==> config.mk <==
export PLATFORM = sky130hd
export DESIGN_NAME = code_bus_ctl_flat
export DESIGN_NICKNAME = d
export VERILOG_FILES = /design/src/rtl/foodfight_bus_pkg.sv /design/src/rtl/code_bus_ctl_if.sv /design/src/rtl/code_bus_ctl.sv /design/src/flat_wrapper.sv
export SDC_FILE = /design/constraint.sdc
export NUM_CORES = 1
export LEC_CHECK = 0
export BUFFER_PORTS_ARGS = -buffer_cell sky130_fd_sc_hd__buf_2
export CAP_MARGIN = 40
export CORE_UTILIZATION = 45
export DETAILED_ROUTE_END_ITERATION = 10
export GPL_ROUTABILITY_DRIVEN = 0
export HOLD_SLACK_MARGIN = 0.08
export PLACE_DENSITY_LB_ADDON = 0.2
export SETUP_SLACK_MARGIN = 0.15
export SLEW_MARGIN = 15
export SYNTH_ARGS = -nofsm -noshare
export SYNTH_HDL_FRONTEND = slang
export SYNTH_SLANG_ARGS = --single-unit
export TNS_END_PERCENT = 5
==> constraint.sdc <==
create_clock -name clk -period 1.8 [get_ports clk]
set_clock_uncertainty 0.1 [all_clocks]
set_input_delay 0.27 -clock clk [delete_from_list [all_inputs] [get_ports clk]]
set_output_delay 0.27 -clock clk [all_outputs]
set_load 0.02 [all_outputs]
==> src/rtl/foodfight_bus_pkg.sv <==
// Shared bus definitions for the code-ROM read path: FSM states, ROM geometry
// and the default location of the 64 KB code window.
package foodfight_bus_pkg;

  localparam int CODE_BANKS  = 4;
  localparam int CODE_ROM_AW = 13;
  localparam logic [7:0] CODE_BASE = 8'h00;

  typedef enum logic [2:0] {
    ST_IDLE  = 3'd0,
    ST_ADDR  = 3'd1,
    ST_WAIT  = 3'd2,
    ST_LATCH = 3'd3,
    ST_ACK   = 3'd4
  } code_state_t;

endpackage

==> src/rtl/code_bus_ctl_if.sv <==
// 68000-side bus bundle seen by the code ROM controller.
// Handshake: a cycle starts when cpu_as_n is low with a region hit; it completes
// when cpu_dtack_n goes low, and ends only once the CPU raises cpu_as_n again.
interface code_bus_ctl_if;
  logic [23:1] cpu_a;
  logic        cpu_as_n;
  logic        cpu_rw;
  logic        cpu_uds_n;
  logic        cpu_lds_n;
  logic [15:0] cpu_d_out;
  logic        cpu_dtack_n;
  logic        sel;
  logic        wr_ignored;

  modport master (
    output cpu_a, cpu_as_n, cpu_rw, cpu_uds_n, cpu_lds_n,
    input  cpu_d_out, cpu_dtack_n, sel, wr_ignored
  );

  modport slave (
    input  cpu_a, cpu_as_n, cpu_rw, cpu_uds_n, cpu_lds_n,
    output cpu_d_out, cpu_dtack_n, sel, wr_ignored
  );
endinterface

==> src/rtl/code_bus_ctl.sv <==
// Read controller for the program ROM window: decodes the CPU cycle, drives the
// banked ROM address/chip-enables, waits out ROM latency and returns DTACK.
module code_bus_ctl
  import foodfight_bus_pkg::*;
#(
  parameter logic [7:0]  BASE        = CODE_BASE,
  parameter int unsigned WAIT_STATES = 0
) (
  input  logic                   clk,
  input  logic                   reset_n,
  code_bus_ctl_if.slave          bus,
  output logic [CODE_ROM_AW-1:0] rom_a,
  output logic [CODE_BANKS-1:0]  rom_ce_n,
  input  logic [7:0]             rom_hi_d,
  input  logic [7:0]             rom_lo_d,
  output code_state_t            state_dbg
);

  if (WAIT_STATES > 7) begin : g_bad_wait_states
    $error("code_bus_ctl: WAIT_STATES must be 0..7");
  end

  localparam logic [2:0] WS_LOAD = (WAIT_STATES == 0) ? 3'd0 : 3'(WAIT_STATES - 1);

  code_state_t            state, state_n;
  logic [2:0]             cnt, cnt_n;
  logic [CODE_ROM_AW-1:0] rom_a_q, rom_a_n;
  logic [CODE_BANKS-1:0]  ce_q, ce_n;
  logic [15:0]            dout_q, dout_n;
  logic                   dtack_q, dtack_n;
  logic                   wr_q, wr_n;
  logic                   hit;

  assign hit = ~bus.cpu_as_n & (bus.cpu_a[23:16] == BASE);

  always_ff @(posedge clk) begin
    if (!reset_n) begin
      state   <= ST_IDLE;
      cnt     <= 3'd0;
      rom_a_q <= '0;
      ce_q    <= '1;
      dout_q  <= 16'h0000;
      dtack_q <= 1'b1;
      wr_q    <= 1'b0;
    end else begin
      state   <= state_n;
      cnt     <= cnt_n;
      rom_a_q <= rom_a_n;
      ce_q    <= ce_n;
      dout_q  <= dout_n;
      dtack_q <= dtack_n;
      wr_q    <= wr_n;
    end
  end

  // Address and bank are captured only in IDLE; later changes are ignored.
  always_comb begin
    state_n = state;
    cnt_n   = cnt;
    rom_a_n = rom_a_q;
    ce_n    = ce_q;
    dout_n  = dout_q;
    dtack_n = dtack_q;
    wr_n    = 1'b0;
    case (state)
      ST_IDLE: begin
        if (hit) begin
          if (bus.cpu_rw) begin
            rom_a_n = bus.cpu_a[CODE_ROM_AW:1];
            ce_n    = ~(CODE_BANKS'(1) << bus.cpu_a[15:14]);
            state_n = ST_ADDR;
          end else begin
            // Writes into ROM space are acknowledged and dropped.
            wr_n    = ~(bus.cpu_uds_n & bus.cpu_lds_n);
            dtack_n = 1'b0;
            state_n = ST_ACK;
          end
        end
      end
      ST_ADDR: begin
        if (bus.cpu_as_n) begin
          ce_n    = '1;
          dtack_n = 1'b1;
          state_n = ST_IDLE;
        end else if (WAIT_STATES == 0) begin
          state_n = ST_LATCH;
        end else begin
          cnt_n   = WS_LOAD;
          state_n = ST_WAIT;
        end
      end
      ST_WAIT: begin
        if (bus.cpu_as_n) begin
          ce_n    = '1;
          dtack_n = 1'b1;
          state_n = ST_IDLE;
        end else if (cnt == 3'd0) begin
          state_n = ST_LATCH;
        end else begin
          cnt_n = cnt - 3'd1;
        end
      end
      ST_LATCH: begin
        if (bus.cpu_as_n) begin
          ce_n    = '1;
          dtack_n = 1'b1;
          state_n = ST_IDLE;
        end else begin
          dout_n  = {rom_hi_d, rom_lo_d};
          ce_n    = '1;
          dtack_n = 1'b0;
          state_n = ST_ACK;
        end
      end
      ST_ACK: begin
        if (bus.cpu_as_n) begin
          dtack_n = 1'b1;
          state_n = ST_IDLE;
        end
      end
      default: begin
        ce_n    = '1;
        dtack_n = 1'b1;
        state_n = ST_IDLE;
      end
    endcase
  end

  assign bus.sel         = hit;
  assign bus.cpu_d_out   = dout_q;
  assign bus.cpu_dtack_n = dtack_q;
  assign bus.wr_ignored  = wr_q;
  assign rom_a           = rom_a_q;
  assign rom_ce_n        = ce_q;
  assign state_dbg       = state;

endmodule

==> src/flat_wrapper.sv <==
// flat-port wrapper written by rule: the top's interface ports become plain ports
module code_bus_ctl_flat import foodfight_bus_pkg::*;
#(
  parameter logic [7:0]  BASE        = CODE_BASE,
  parameter int unsigned WAIT_STATES = 0
)
  (clk, reset_n, rom_a, rom_ce_n, rom_hi_d, rom_lo_d, state_dbg, bus_cpu_a, bus_cpu_as_n, bus_cpu_rw, bus_cpu_uds_n, bus_cpu_lds_n, bus_cpu_d_out, bus_cpu_dtack_n, bus_sel, bus_wr_ignored);
  code_bus_ctl_if bus_i ();
  input  logic clk;
  input  logic reset_n;
  output logic [CODE_ROM_AW-1:0] rom_a;
  output logic [CODE_BANKS-1:0] rom_ce_n;
  input  logic [7:0] rom_hi_d;
  input  logic [7:0] rom_lo_d;
  output code_state_t state_dbg;
  input wire logic [$bits(bus_i.cpu_a)-1:0] bus_cpu_a;
  input wire logic [$bits(bus_i.cpu_as_n)-1:0] bus_cpu_as_n;
  input wire logic [$bits(bus_i.cpu_rw)-1:0] bus_cpu_rw;
  input wire logic [$bits(bus_i.cpu_uds_n)-1:0] bus_cpu_uds_n;
  input wire logic [$bits(bus_i.cpu_lds_n)-1:0] bus_cpu_lds_n;
  output wire logic [$bits(bus_i.cpu_d_out)-1:0] bus_cpu_d_out;
  output wire logic [$bits(bus_i.cpu_dtack_n)-1:0] bus_cpu_dtack_n;
  output wire logic [$bits(bus_i.sel)-1:0] bus_sel;
  output wire logic [$bits(bus_i.wr_ignored)-1:0] bus_wr_ignored;
  assign bus_i.cpu_a = bus_cpu_a;
  assign bus_i.cpu_as_n = bus_cpu_as_n;
  assign bus_i.cpu_rw = bus_cpu_rw;
  assign bus_i.cpu_uds_n = bus_cpu_uds_n;
  assign bus_i.cpu_lds_n = bus_cpu_lds_n;
  assign bus_cpu_d_out = bus_i.cpu_d_out;
  assign bus_cpu_dtack_n = bus_i.cpu_dtack_n;
  assign bus_sel = bus_i.sel;
  assign bus_wr_ignored = bus_i.wr_ignored;
  code_bus_ctl #(.BASE(BASE), .WAIT_STATES(WAIT_STATES)) u_core (.clk(clk), .reset_n(reset_n), .bus(bus_i), .rom_a(rom_a), .rom_ce_n(rom_ce_n), .rom_hi_d(rom_hi_d), .rom_lo_d(rom_lo_d), .state_dbg(state_dbg));
endmodule
==> PnR_summary.wiki <==
{| class="wikitable"
! Metric !! Value
|-
| Run status || finished, final reports clean
|-
| Synth Cell Area || 1749 sq um
|-
| Worst supply voltage drop on vdd || 0.0005524 V
|-
| Cell accounting for the most synthesized area || dfxtp_1
|-
| EDFF count, synth || 0
|-
| Violation count after the first detailed-routing iteration || 96
|-
| Fraction of the cycle the final worst path needs || 88.33%
|-
| Type of element capturing the critical path || register
|-
| Routed via count divided by cell count || 4.944
|-
| Post-synthesis cell type count || 39
|-
| Worst-Skew Late Latency || 0.29 ns
|-
| Setup-violating endpoint count in the final report || 0
|-
| Final max-slew violation count || 0
|-
| Count of standard-cell rows || 22
|-
| Number of buffers inserted by post-CTS setup repair || 0
|-
| Global-route wire length before repair || 5871 um
|-
| Number of detailed-route iterations in the first pass || 4
|-
| Standard cell core area || 3689 sq um
|-
| Worst reg2reg path depth || 3
|-
| Met2 usage in global routing || 30.13%
|-
| Critical path class || register to register
|-
| GRT Total Usage || 18.35%
|-
| Fraction of final layout cells with drive strength greater than 1 || 39.64%
|-
| Total wire length || 3662 um
|-
| Reg2Reg Launch Point || u_core.state_dbg[1]
|-
| Cells traversed along the worst timing path || or2_4 -> or3_4 -> o32a_1
|-
| Unrepaired setup endpoints after global routing || false
|-
| Power Density || 742.5 nW/um^2
|-
| Clock tree from TritonCTS || built
|-
| Number of hold buffers added after cts || 0
|-
| Global Route met1 Usage || 22.14%
|-
| Routed Antenna Nets || 0
|-
| Most frequent standard cell in the layout excluding fill and tap cells || buf_2
|-
| Vertical extent of the die || 64.35 um
|-
| Per-instance average area after synthesis || 9.354 sq um
|-
| Post-synth top area share || 46.92%
|-
| I/O pin total || 84
|-
| Worst reg2reg endpoint || u_core.rom_ce_n[2]
|-
| Number of antenna violations at the first check in global routing || 0
|-
| Full die area || 4140 sq um
|-
| Headroom to the max-slew limit || 78.70%
|-
| Biggest area contributors in the synthesized netlist || dfxtp_1, nand2_1, mux2i_1
|-
| F_max || 628.9 MHz
|-
| Gates resized, CTS repair || 0
|-
| Slew at the pin closest to its max-slew limit || 0.3168 ns
|-
| Critical Path RT || 1.88 ns
|-
| Final-report hold violation count || 0
|-
| Count of buffers inserted at the top-level ports || 83
|-
| Synth Warn # || 0
|-
| Overall die width || 64.35 um
|-
| Pin count of the biggest net entering global routing || 39
|-
| Max Cap Violations || 0
|-
| Starting Density || 47.42%
|-
| Mapped Cells || 187
|-
| Worst-path maximum fanout || 9
|-
| Post-DR wirelength/cell || 11.34 um
|-
| Sequential cell area fraction in the yosys report || 46.92%
|-
| Clock Pin Slew Worst Setup and Hold Paths || 0.07 ns
|-
| TritonCTS Buffers || 5
|-
| Area post-placement || 2242 sq um
|-
| Register-to-register setup slack || 0.21 ns
|-
| Post-DP HPWL || 2696 um
|-
| Min Tclk post-route || 1.590 ns
|-
| Critical path startpoint category || register
|-
| Net count after synthesis || 234
|-
| Maximum buffer depth of the clock tree || 2
|-
| Detailed-route via count || 1597
|-
| Max incr delay on CP || 0.42 ns
|-
| Proportion of synthesized flip-flops having asynchronous set or reset || 0%
|-
| Gr ovfl total || 0
|-
| Most used DFF post-synth || dfxtp_1
|-
| Post-synthesis register bit count || 41
|-
| Global-route track usage on met3 || 5.536%
|-
| DRC violation count after routing || 0
|-
| Vias in the first global route || 1376
|-
| Root buffer cell || clkbuf_8
|-
| Worst hold endpoint || u_core.bus.cpu_d_out[14]
|-
| Summed area of non-filler cells in the final layout || 2367 sq um
|-
| Standard cell with the maximum stage delay on the critical path || or3_4
|-
| Min-Delay Path Depth || 3
|-
| Top Usage Layer GRT || met2
|-
| TritonCTS sink count || 41
|-
| H-tree depth || 2
|-
| Arrival time of data at the critical path endpoint || 1.67 ns
|-
| # nets final || 321
|-
| Worst min path class || input pin to register
|-
| Layout overhead on the synthesized area || 35.34%
|-
| Total negative setup slack || 0 ns
|-
| Antenna Diode Count || 0
|-
| Highest-count cells in the layout ignoring fill and taps || buf_2, nand2_1, dfxtp_1, nor2b_1, mux2i_1
|-
| Startpoint of the worst hold path || rom_hi_d[6]
|-
| Lkg Pwr || 1.144 nW
|}
==> where the power goes <==
part | switching [mW] | internal (mW)
Clock | 0.291 | 0.452
Sequential | 0.000708 | 0.907
Combinational | 0.0489 | 0.0587
Total | 0.340 | 1.42
==> sequential cells by signal (all words and copies together) (netlist names) <==
signal and flops:
u_core.cnt 3, u_core.bus.cpu_d_out 16, u_core.state_dbg 3, u_core.rom_ce_n 4
u_core.rom_a 13, u_core.bus.wr_ignored 1, u_core.bus.cpu_dtack_n 1
==> worst max path at each step <==
stage,startpoint,depth (start not counted),slack [ns],to
after detailed placement,bus_cpu_a[20],5,0.01,u_core.rom_ce_n[2]
after global routing,bus_cpu_a[16],6,0.18,bus_sel
after CTS,u_core.state_dbg[1],3,0.20,u_core.rom_ce_n[2]
final,u_core.state_dbg[1],3,0.21,u_core.rom_ce_n[2]
after global placement,bus_cpu_a[20],5,0.04,u_core.rom_ce_n[3]
after floorplan,u_core.state_dbg[2],6,0.15,u_core.rom_a[10]
==> final cells by class <==
cell class	instances	area, sq um
clock buffers	7	86.33
repair buffers	91	475.5
multi-input cells	130	873.3
well taps	48	60.06
fillers	360	1321
clock inverters	1	30.03
inverters	5	18.77
flip-flops and latches	41	823.3
==> metrics by stage <==
stage	worst slack, ns	total power [mW]	std cells	utilization [%]	hold slack [ns]
finish	0.2100	1.758	323	64.18	0.1084
CTS	0.2039	1.781	323	63.94	0.1023
global placement	0.04418	1.033	315	60.79	0.3378
detailed placement	0.01280	1.034	315	60.79	0.3423
floorplan	0.1489	0.9686	187	-	0.2474
global route	0.1775	1.828	323	64.18	0.1052
==> critical path: cells and delay by family, from the launching register on <==
family	cells	cell delay, ns
and+or+nand+nor	2	0.71
DFF	1	0.38
AOI/OAI and AO/OA	1	0.29
==> cell families (layout without fill, tap and decap cells) <==
family / Yosys count / in the layout / synth area share, %
AND/OR/NAND/NOR: 80 / 80 / 24.25
adder cells (fa/ha/maj): 2 / 2 / 1.430
buffers and inverters: 16 / 104 / 3.791
XOR/XNOR: 2 / 2 / 1.002
flip-flops: 41 / 41 / 46.92
AO/OA/AOI/OAI: 33 / 33 / 15.16
multiplexers: 13 / 13 / 7.439
==> cell usage after synthesis (2+ instances only) <==
cell	count
a21boi_0	6
nand3_1	4
mux2i_1	13
inv_1	5
ha_1	2
nor3_1	2
nor4_2	2
xnor2_1	2
clkbuf_1	5
dfxtp_1	41
nor2b_1	15
o31ai_1	2
nor2_1	4
o211a_1	2
buf_2	5
a21boi_1	10
o32a_1	4
nand2b_1	2
nand2_1	41
==> per-layer routing <==
layer,share of wire (%),wire length [um]
met1,46,1667
met2,46,1685
met4,1.0,38
met3,7.4,271
met5,0,0
Power figures use the tool's default switching activity.
